[config.mk]
export PLATFORM = sky130hd
export DESIGN_NAME = load_store_unit
export DESIGN_NICKNAME = d
export VERILOG_FILES = /design/src/rtl/load_store_unit.sv
export SDC_FILE = /design/constraint.sdc
export NUM_CORES = 1
export LEC_CHECK = 0
export ABC_AREA = 1
export CORE_MARGIN = 3
export CORE_UTILIZATION = 48
export CTS_CLUSTER_SIZE = 8
export DETAILED_ROUTE_END_ITERATION = 8
export PLACE_DENSITY = 0.86
export SYNTH_ARGS = -nofsm -noshare
export SYNTH_HDL_FRONTEND = slang
export SYNTH_SLANG_ARGS = --single-unit
[constraint.sdc]
create_clock -name clk -period 2.9 [get_ports clk]
set_input_delay 0.58 -clock clk [delete_from_list [all_inputs] [get_ports clk]]
set_output_delay 0.58 -clock clk [all_outputs]
set_load 0.03 [all_outputs]
[src/rtl/load_store_unit.sv]
// load_store_unit: sequences one load or store at a time into data_memory.
// An odd-address word access can be split into two byte accesses.
//
// Ports:
//   clk           - clock, rising edge
//   reset         - asynchronous, active-low reset
//   req           - request valid, sampled only while ready=1
//   memRead       - request is a load
//   memWrite      - request is a store
//   byteOp        - 1 = byte access, 0 = word access
//   addr          - byte address
//   storeData     - store data (byte stores use [7:0])
//   ready         - high only in IDLE; the pipeline stalls while low
//   loadValid     - one-cycle strobe marking loadData valid
//   loadData      - load result; byte loads are zero-extended
//   reqErr        - one-cycle pulse for a request with both memRead and memWrite
//   mem_memWrite  - write strobe to data_memory
//   mem_byte_en   - byte-mode select to data_memory
//   mem_address   - address to data_memory
//   mem_writeData - write data to data_memory
//   mem_readData  - combinational read data from data_memory
module load_store_unit #(
    parameter bit SPLIT_MISALIGNED = 1'b1
) (
    input  logic        clk,
    input  logic        reset,
    input  logic        req,
    input  logic        memRead,
    input  logic        memWrite,
    input  logic        byteOp,
    input  logic [15:0] addr,
    input  logic [15:0] storeData,
    output logic        ready,
    output logic        loadValid,
    output logic [15:0] loadData,
    output logic        reqErr,
    output logic        mem_memWrite,
    output logic        mem_byte_en,
    output logic [15:0] mem_address,
    output logic [15:0] mem_writeData,
    input  logic [15:0] mem_readData
);
    typedef enum logic [1:0] {IDLE, ACC_LO, ACC_HI, RESP} state_t;

    state_t      state_q, state_d;
    logic        load_q, load_d;
    logic        split_q, split_d;
    logic        mem_mem_write_q, mem_mem_write_d;
    logic        mem_byte_en_q, mem_byte_en_d;
    logic [15:0] mem_address_q, mem_address_d;
    logic [15:0] mem_write_data_q, mem_write_data_d;
    logic [15:0] load_data_q, load_data_d;
    logic        load_valid_q, load_valid_d;
    logic        req_err_q, req_err_d;

    always_comb begin
        state_d          = state_q;
        load_d           = load_q;
        split_d          = split_q;
        mem_mem_write_d  = mem_mem_write_q;
        mem_byte_en_d    = mem_byte_en_q;
        mem_address_d    = mem_address_q;
        mem_write_data_d = mem_write_data_q;
        load_data_d      = load_data_q;
        load_valid_d     = 1'b0;
        req_err_d        = 1'b0;
        case (state_q)
            IDLE: begin
                req_err_d = req && memRead && memWrite;
                if (req && (memRead ^ memWrite)) begin
                    // Memory-side outputs are registered here so they are
                    // already valid during the ACC_LO cycle.
                    state_d          = ACC_LO;
                    load_d           = memRead;
                    split_d          = SPLIT_MISALIGNED && !byteOp && addr[0];
                    mem_address_d    = addr;
                    mem_write_data_d = storeData;
                    mem_mem_write_d  = memWrite;
                    mem_byte_en_d    = byteOp || split_d;
                end
            end
            ACC_LO: begin
                if (load_q)
                    load_data_d = mem_byte_en_q ? {8'h00, mem_readData[7:0]} : mem_readData;
                if (split_q) begin
                    // Second byte goes to addr+1 (wraps at 16 bits) carrying the high data byte.
                    state_d          = ACC_HI;
                    mem_address_d    = mem_address_q + 16'd1;
                    mem_write_data_d = {8'h00, mem_write_data_q[15:8]};
                end else begin
                    state_d         = load_q ? RESP : IDLE;
                    mem_mem_write_d = 1'b0;
                    mem_byte_en_d   = 1'b0;
                    load_valid_d    = load_q;
                end
            end
            ACC_HI: begin
                if (load_q)
                    load_data_d[15:8] = mem_readData[7:0];
                state_d         = load_q ? RESP : IDLE;
                mem_mem_write_d = 1'b0;
                mem_byte_en_d   = 1'b0;
                load_valid_d    = load_q;
            end
            RESP:    state_d = IDLE;
            default: state_d = IDLE;
        endcase
    end

    always_ff @(posedge clk or negedge reset) begin
        if (!reset) begin
            state_q          <= IDLE;
            load_q           <= 1'b0;
            split_q          <= 1'b0;
            mem_mem_write_q  <= 1'b0;
            mem_byte_en_q    <= 1'b0;
            mem_address_q    <= 16'h0000;
            mem_write_data_q <= 16'h0000;
            load_data_q      <= 16'h0000;
            load_valid_q     <= 1'b0;
            req_err_q        <= 1'b0;
        end else begin
            state_q          <= state_d;
            load_q           <= load_d;
            split_q          <= split_d;
            mem_mem_write_q  <= mem_mem_write_d;
            mem_byte_en_q    <= mem_byte_en_d;
            mem_address_q    <= mem_address_d;
            mem_write_data_q <= mem_write_data_d;
            load_data_q      <= load_data_d;
            load_valid_q     <= load_valid_d;
            req_err_q        <= req_err_d;
        end
    end

    assign ready         = (state_q == IDLE);
    assign loadValid     = load_valid_q;
    assign loadData      = load_data_q;
    assign reqErr        = req_err_q;
    assign mem_memWrite  = mem_mem_write_q;
    assign mem_byte_en   = mem_byte_en_q;
    assign mem_address   = mem_address_q;
    assign mem_writeData = mem_write_data_q;
endmodule

## Word level (Yosys, flattened, before mapping)

Cells that the tools add are included.

- Bits in registers: 56
- Bits of input ports: 54
- Output and inout bits: 53
- Word-level logic and storage cells: 58

- $add $sub $neg: 1
- Equal/unequal tests: 8
- Mux-type cells: 22
- Bitwise operators: 1
- Reduce and logical (&&, ||, !) cells: 15

Operator list:

| cell | count |
|---|---|
| $mux 16 | 6 |
| $pmux 16 s2 | 2 |
| $add 16x1->16 const B | 1 |
| $pmux 8 s2 | 1 |
| $reduce_and 3->1 | 3 |
| $mux 8 | 1 |
| $ne 2x2->1 const B | 4 |
| $pmux 2 s4 | 1 |
| $mux 2 | 3 |
| $pmux 1 s3 | 2 |
| $mux 1 | 5 |
| $eq 2x2->1 const B | 2 |
| $logic_and 1x1->1 | 4 |
| $reduce_and 2->1 | 2 |
| $reduce_bool 2->1 | 2 |
| $reduce_bool 3->1 | 1 |
| $eq 2x1->1 const B | 1 |
| $logic_not 2->1 | 1 |
| $ne 2x1->1 const B | 1 |
| $pmux 1 s2 | 1 |
| $logic_not 1->1 | 1 |
| $logic_or 1x1->1 | 1 |
| $xor 1x1->1 | 1 |

## Logic depth before layout (Yosys ltp)

- Depth after elaboration: 5
- Gate-level depth with buffers: 10
- Depth with buffers taken out: 9

## Worst setup path before layout

OpenSTA, ideal clock, no wires.

- Kind: reg-to-reg
- Start: register state_q[0]
- End: register mem_address_q[8], in the netlist mem_address[8]
- Library setup time: 119 ps
- Data arrival time: 1731 ps
- Required time: 2781 ps
- Setup slack: 1050 ps
- Stages on the path, launching flop included: 8
- Path buffers: 0
- Period minus slack after synthesis: 1850 ps
- Cells stage by stage: dfrtp_1 -> inv_1 -> ha_1 -> inv_1 -> o21ai_2 -> a21boi_2 -> nand3_1 -> and2_1

- Longest elaborated chain between the ends: 3
- Elaborated cells on any way between the ends: 7
- Those cells by class: eq/ne: 3; mux: 1; reduce/logical: 3

Ends and longest elaborated chain:

| item | line | source |
|---|---|---|
| start: declaration | 45 | `state_t state_q, state_d;` |
| start signal: assignment | 123 | `state_q <= state_d;` |
| $logic_not 2->1 (*) | -- |  |
| via ready | 33 | `output logic ready,` |
| $ne 2x1->1 (no source line) / $reduce_bool 2->1 (equally long branches) | -- |  |
| $reduce_and 3->1 (no source line) | -- |  |
| end signal: assignment | 128 | `mem_address_q <= mem_address_d;` |
| end: declaration | 50 | `logic [15:0] mem_address_q, mem_address_d;` |

The timed path passes the listed nets; every way through them passes the cells marked *.
A chain may end at the register's enable or synchronous reset.

## Final worst setup path

- Start: register state_q[1]
- End: register mem_byte_en_q, in the netlist mem_byte_en

- Longest elaborated chain between the ends: 3
- Elaborated cells on any way between the ends: 8
- Those cells by class: eq/ne: 4; mux: 1; reduce/logical: 3

Ends and longest elaborated chain:

| item | line | source |
|---|---|---|
| $eq 2x1->1 (tied with other cells) | 67 | `case (state_q)` |
| $ne 2x2->1 (no source line) (tied with other cells) | -- |  |
| $reduce_and 3->1 (no source line) | -- |  |
| end signal: assignment | 127 | `mem_byte_en_q <= mem_byte_en_d;` |
| end: declaration | 49 | `logic mem_byte_en_q, mem_byte_en_d;` |

Parallel ways exist; a longest one is shown, timed or not.

==> summary.md <==
| Metric | Value |
|---|---|
| Synth Area in XOR/XNOR | 0.00904 |
| DRC Markers | 0 |
| Insertion delay to the later sink of the worst-skew pair | 0.31 ns |
| Layout area overhead | 42.2% |
| Number of global-route vias before repair | around 2900 |
| Delay-heaviest family, CP | buffers and inverters |
| FF-to-FF Start | state_q[1] |
| Pwr Density | 1180 mW/mm^2 |
| YS warnings | 0 |
| Syn nets | 437 |
| Layout cell share with drive strength beyond 1 | 0.0558 |
| Placer Congestion | 0.858 |
| Critical Path RT | 3.09 ns |
| Via count | 2904 |
| Worst ir drop on vdd | 0.626 mV |
| Syn avg cell area | about 7.7 um^2 |
| Max-slew headroom | 0.553 |
| Reg-to-reg endpoint | mem_byte_en |
| Fin crit share | 0.850 |
| CP arrival | about 2.7 ns |
| Seq/Total Area, Yosys | 0.482 |
| Metal3 WL | about 600 um |
| Yosys cell types | 27 |
| Synth Area in Compound Gates | 0.115 |
| Die area | 0.00703 mm^2 |
| Minimum clock period | 2.46 ns |
| Leading area contributor after synthesis | dfrtp_1 |
| CTS buffer count | 5 |
| Wirelength per Cell | 14.3 um |
| RSZ-0062 raised after global routing | false |
| Rows | 27 |
| Critical Path End Type | flip-flop |
| Slowest stage delay, CP | 0.72 ns |
| Max-slew violations | 0 |
| Uppermost layer routed | met4 |
| Hold Crit Class | input port to async pin |
| Dominant cells by area after synthesis | dfrtp_1 48%, nand2_1 14%, nor2_1 8.5% |
| Initial Util | 0.512 |
| Final setup fails | 0 |
| Antenna viol nets, final | 0 |
| DRT met1 WL | 3370 um |
| Drt via density | about 5.2 |
| CP Cell Sequence | inv_1, ha_1, clkinv_1, nand3_1, nand3_1, nand2_1, o21ai_0 |
| First-pass DRT Iterations | 4 |
| Pin count of the biggest net entering global routing | 56 |
| Multiplexer area fraction after synthesis | 0.0310 |
| R2R depth | 7 |
| FMAX | 406 MHz |
| Total global routing track utilization | 0.230 |
| Setup WS pre-CTS | approximately 0.46 ns |
| CTS Sinks | between 50 and 60 |
| WL met2 | about 3800 um |
| Design Power | 0.00490 W |
| Final Skew | 0.00456 ns |
| Synthesized area | roughly 0.0029 mm^2 |
| Final worst setup slack | 0.436 ns |
| Seq cells post-synth | 56 |
| Worst setup path category | flip-flop to flip-flop |
| Post-CTS Setup Bufs | 0 |
| Largest family of logic cells by synthesized area | simple AND/OR/NAND/NOR gates |
| R2r setup slk | roughly 0.44 ns |
| Crit-path max FO | 26 |
| Synth Instances | 379 |
| H-tree depth | 2 |
| Max-capacitance violation count | 0 |
| Diodes inserted | 0 |
| Most frequent cells in the layout | 106 x nand2_1, 105 x clkdlybuf4s50_1, 66 x nor2_1 |
| Area of the core | approximately 0.0057 mm^2 |
| Final nets | ~540 |
| Die H | roughly 84 um |
| CTS Root Cell | clkbuf_8 |
| CTS tree | done |
| Fin area | 0.00414 mm^2 |
| Initial antenna violation count | 0 |
| Final wirelength | 7950 um |
| Worst path buffer plus inverter count | 2 |
| Crit-path slowest cell | clkinv_1 |
| Run status | complete, no violations |
| Worst-Margin Slew | around 0.67 ns |
| TNS Setup | 0 ns |
| Grt total ovfl | 0 |
| Placement Cell Area | 0.00404 mm^2 |
| CTS-repair resized insts | 0 |
| Most frequent CP cell | nand3_1 |
| Cts hold-fix bufs | 0 |
| Clock Path Buffers | 2 |
| Simple-gate portion of the synthesized area | 0.280 |
| Die extent in x | 83.8 um |
| Setup crit start kind | flip-flop |
| First-pass GRT wire length | 13400 um |
| Clk slew on worst S/H paths | approximately 0.1 ns |
| Fill cells | between 400 and 500 |
| Post-DP HPWL | 5880 um |
| Adder-cell share of the synthesized area | 0.0172 |
| Initial drt markers | 175 |
| Post-synth top area share | 0.482 |
| Endpoints failing hold | 0 |
| Pleak | 1.93 nW |
| Most common cell after layout, fill and taps aside | nand2_1 |
| I/O pins | 107 |
| IO buf count | ~110 |
-- Yosys cell counts (all sizes together) --
cell / instances
a21boi: 1
a21oi: 12
and2: 1
buf: 7
clkbuf: 6
clkinv: 1
dfrtp: 56
ha: 4
inv: 34
mux2: 8
nand2: 107
nand3: 22
nand3b: 2
nand4: 2
nor2: 66
o211ai: 2
o21a: 2
o21ai: 31
o21bai: 1
o31ai: 9
or2: 2
xor2: 3
-- cell type report --
| class | instances | area (um^2) | share of cell area |
|---|---|---|---|
| sequential | 56 | 1400 | 0.339 |
| multi-input combinational | 275 | 1320 | 0.318 |
| timing repair buffer | 111 | 1110 | 0.267 |
| inverter | 35 | 131 | 0.0318 |
| tap | 72 | 90.1 | 0.0218 |
| clock buffer | 6 | 82.6 | 0.0200 |
| clock inverter | 1 | 8.76 | 0.00212 |
-- per-stage QoR --
stage / instances / util / hold WS, ns
global placement: 549 / 0.713 / 0.468
floorplan: 379 / - / 0.284
CTS: 556 / 0.729 / 0.277
global route: 556 / 0.729 / 0.296
detailed placement: 549 / 0.713 / 0.477
finish: 556 / 0.729 / 0.269
-- kinds of logic (layout without fill, tap and decap cells) --
family,Yosys count,count (layout)
adder cells (fa/ha/maj),4,4
multiplexers,8,8
AND/OR/NAND/NOR,202,202
flip-flops,56,56
buffers and inverters,48,153
XOR/XNOR,3,3
AO/OA/AOI/OAI,58,58
-- routing by layer --
layer / up-vias / global-route usage
li1: 1416 / -
met1: 1341 / 0.297
met2: 128 / 0.389
met3: 19 / 0.0553
met4: 0 / 0.0570
met5: - / 0
-- worst reg2reg max path: cells and delay by family, from the launching register on --
kind | cells | cell delay (ns)
buf+inv | 2 | 0.83
fa+ha+maj | 1 | 0.53
simple gates | 3 | 0.53
flops | 1 | 0.39
compound gates | 1 | 0.08
-- power breakdown --
| part | internal, W | switching, W | leakage [nW] |
|---|---|---|---|
| Combinational | 0.00118 | 0.00181 | 1.18 |
| Clock | 0.000191 | 0.000257 | 0.0473 |
| Sequential | 0.00114 | 0.000319 | 0.696 |
| Total | 0.00251 | 0.00238 | 1.93 |
-- flip-flops by register name, summed over array words and instances, names as in the netlist --
register       cells
loadData          16
mem_address       16
mem_writeData     16
state_q            2
loadValid          1
load_q             1
mem_byte_en        1
mem_memWrite       1
reqErr             1
split_q            1
-- worst max-delay path by stage --
stage               startpoint  slack [ns]  cells past startpoint             end
floorplan           state_q[0]        1.05                      7  mem_address[8]
global placement    state_q[1]        0.61                      7  mem_address[6]
detailed placement  state_q[1]        0.46                      7  mem_address[6]
CTS                 state_q[1]        0.45                      7  mem_address[6]
global route        state_q[1]        0.15                      7     mem_byte_en
finish              state_q[1]        0.44                      7     mem_byte_en
Power figures use the tool's default switching activity.
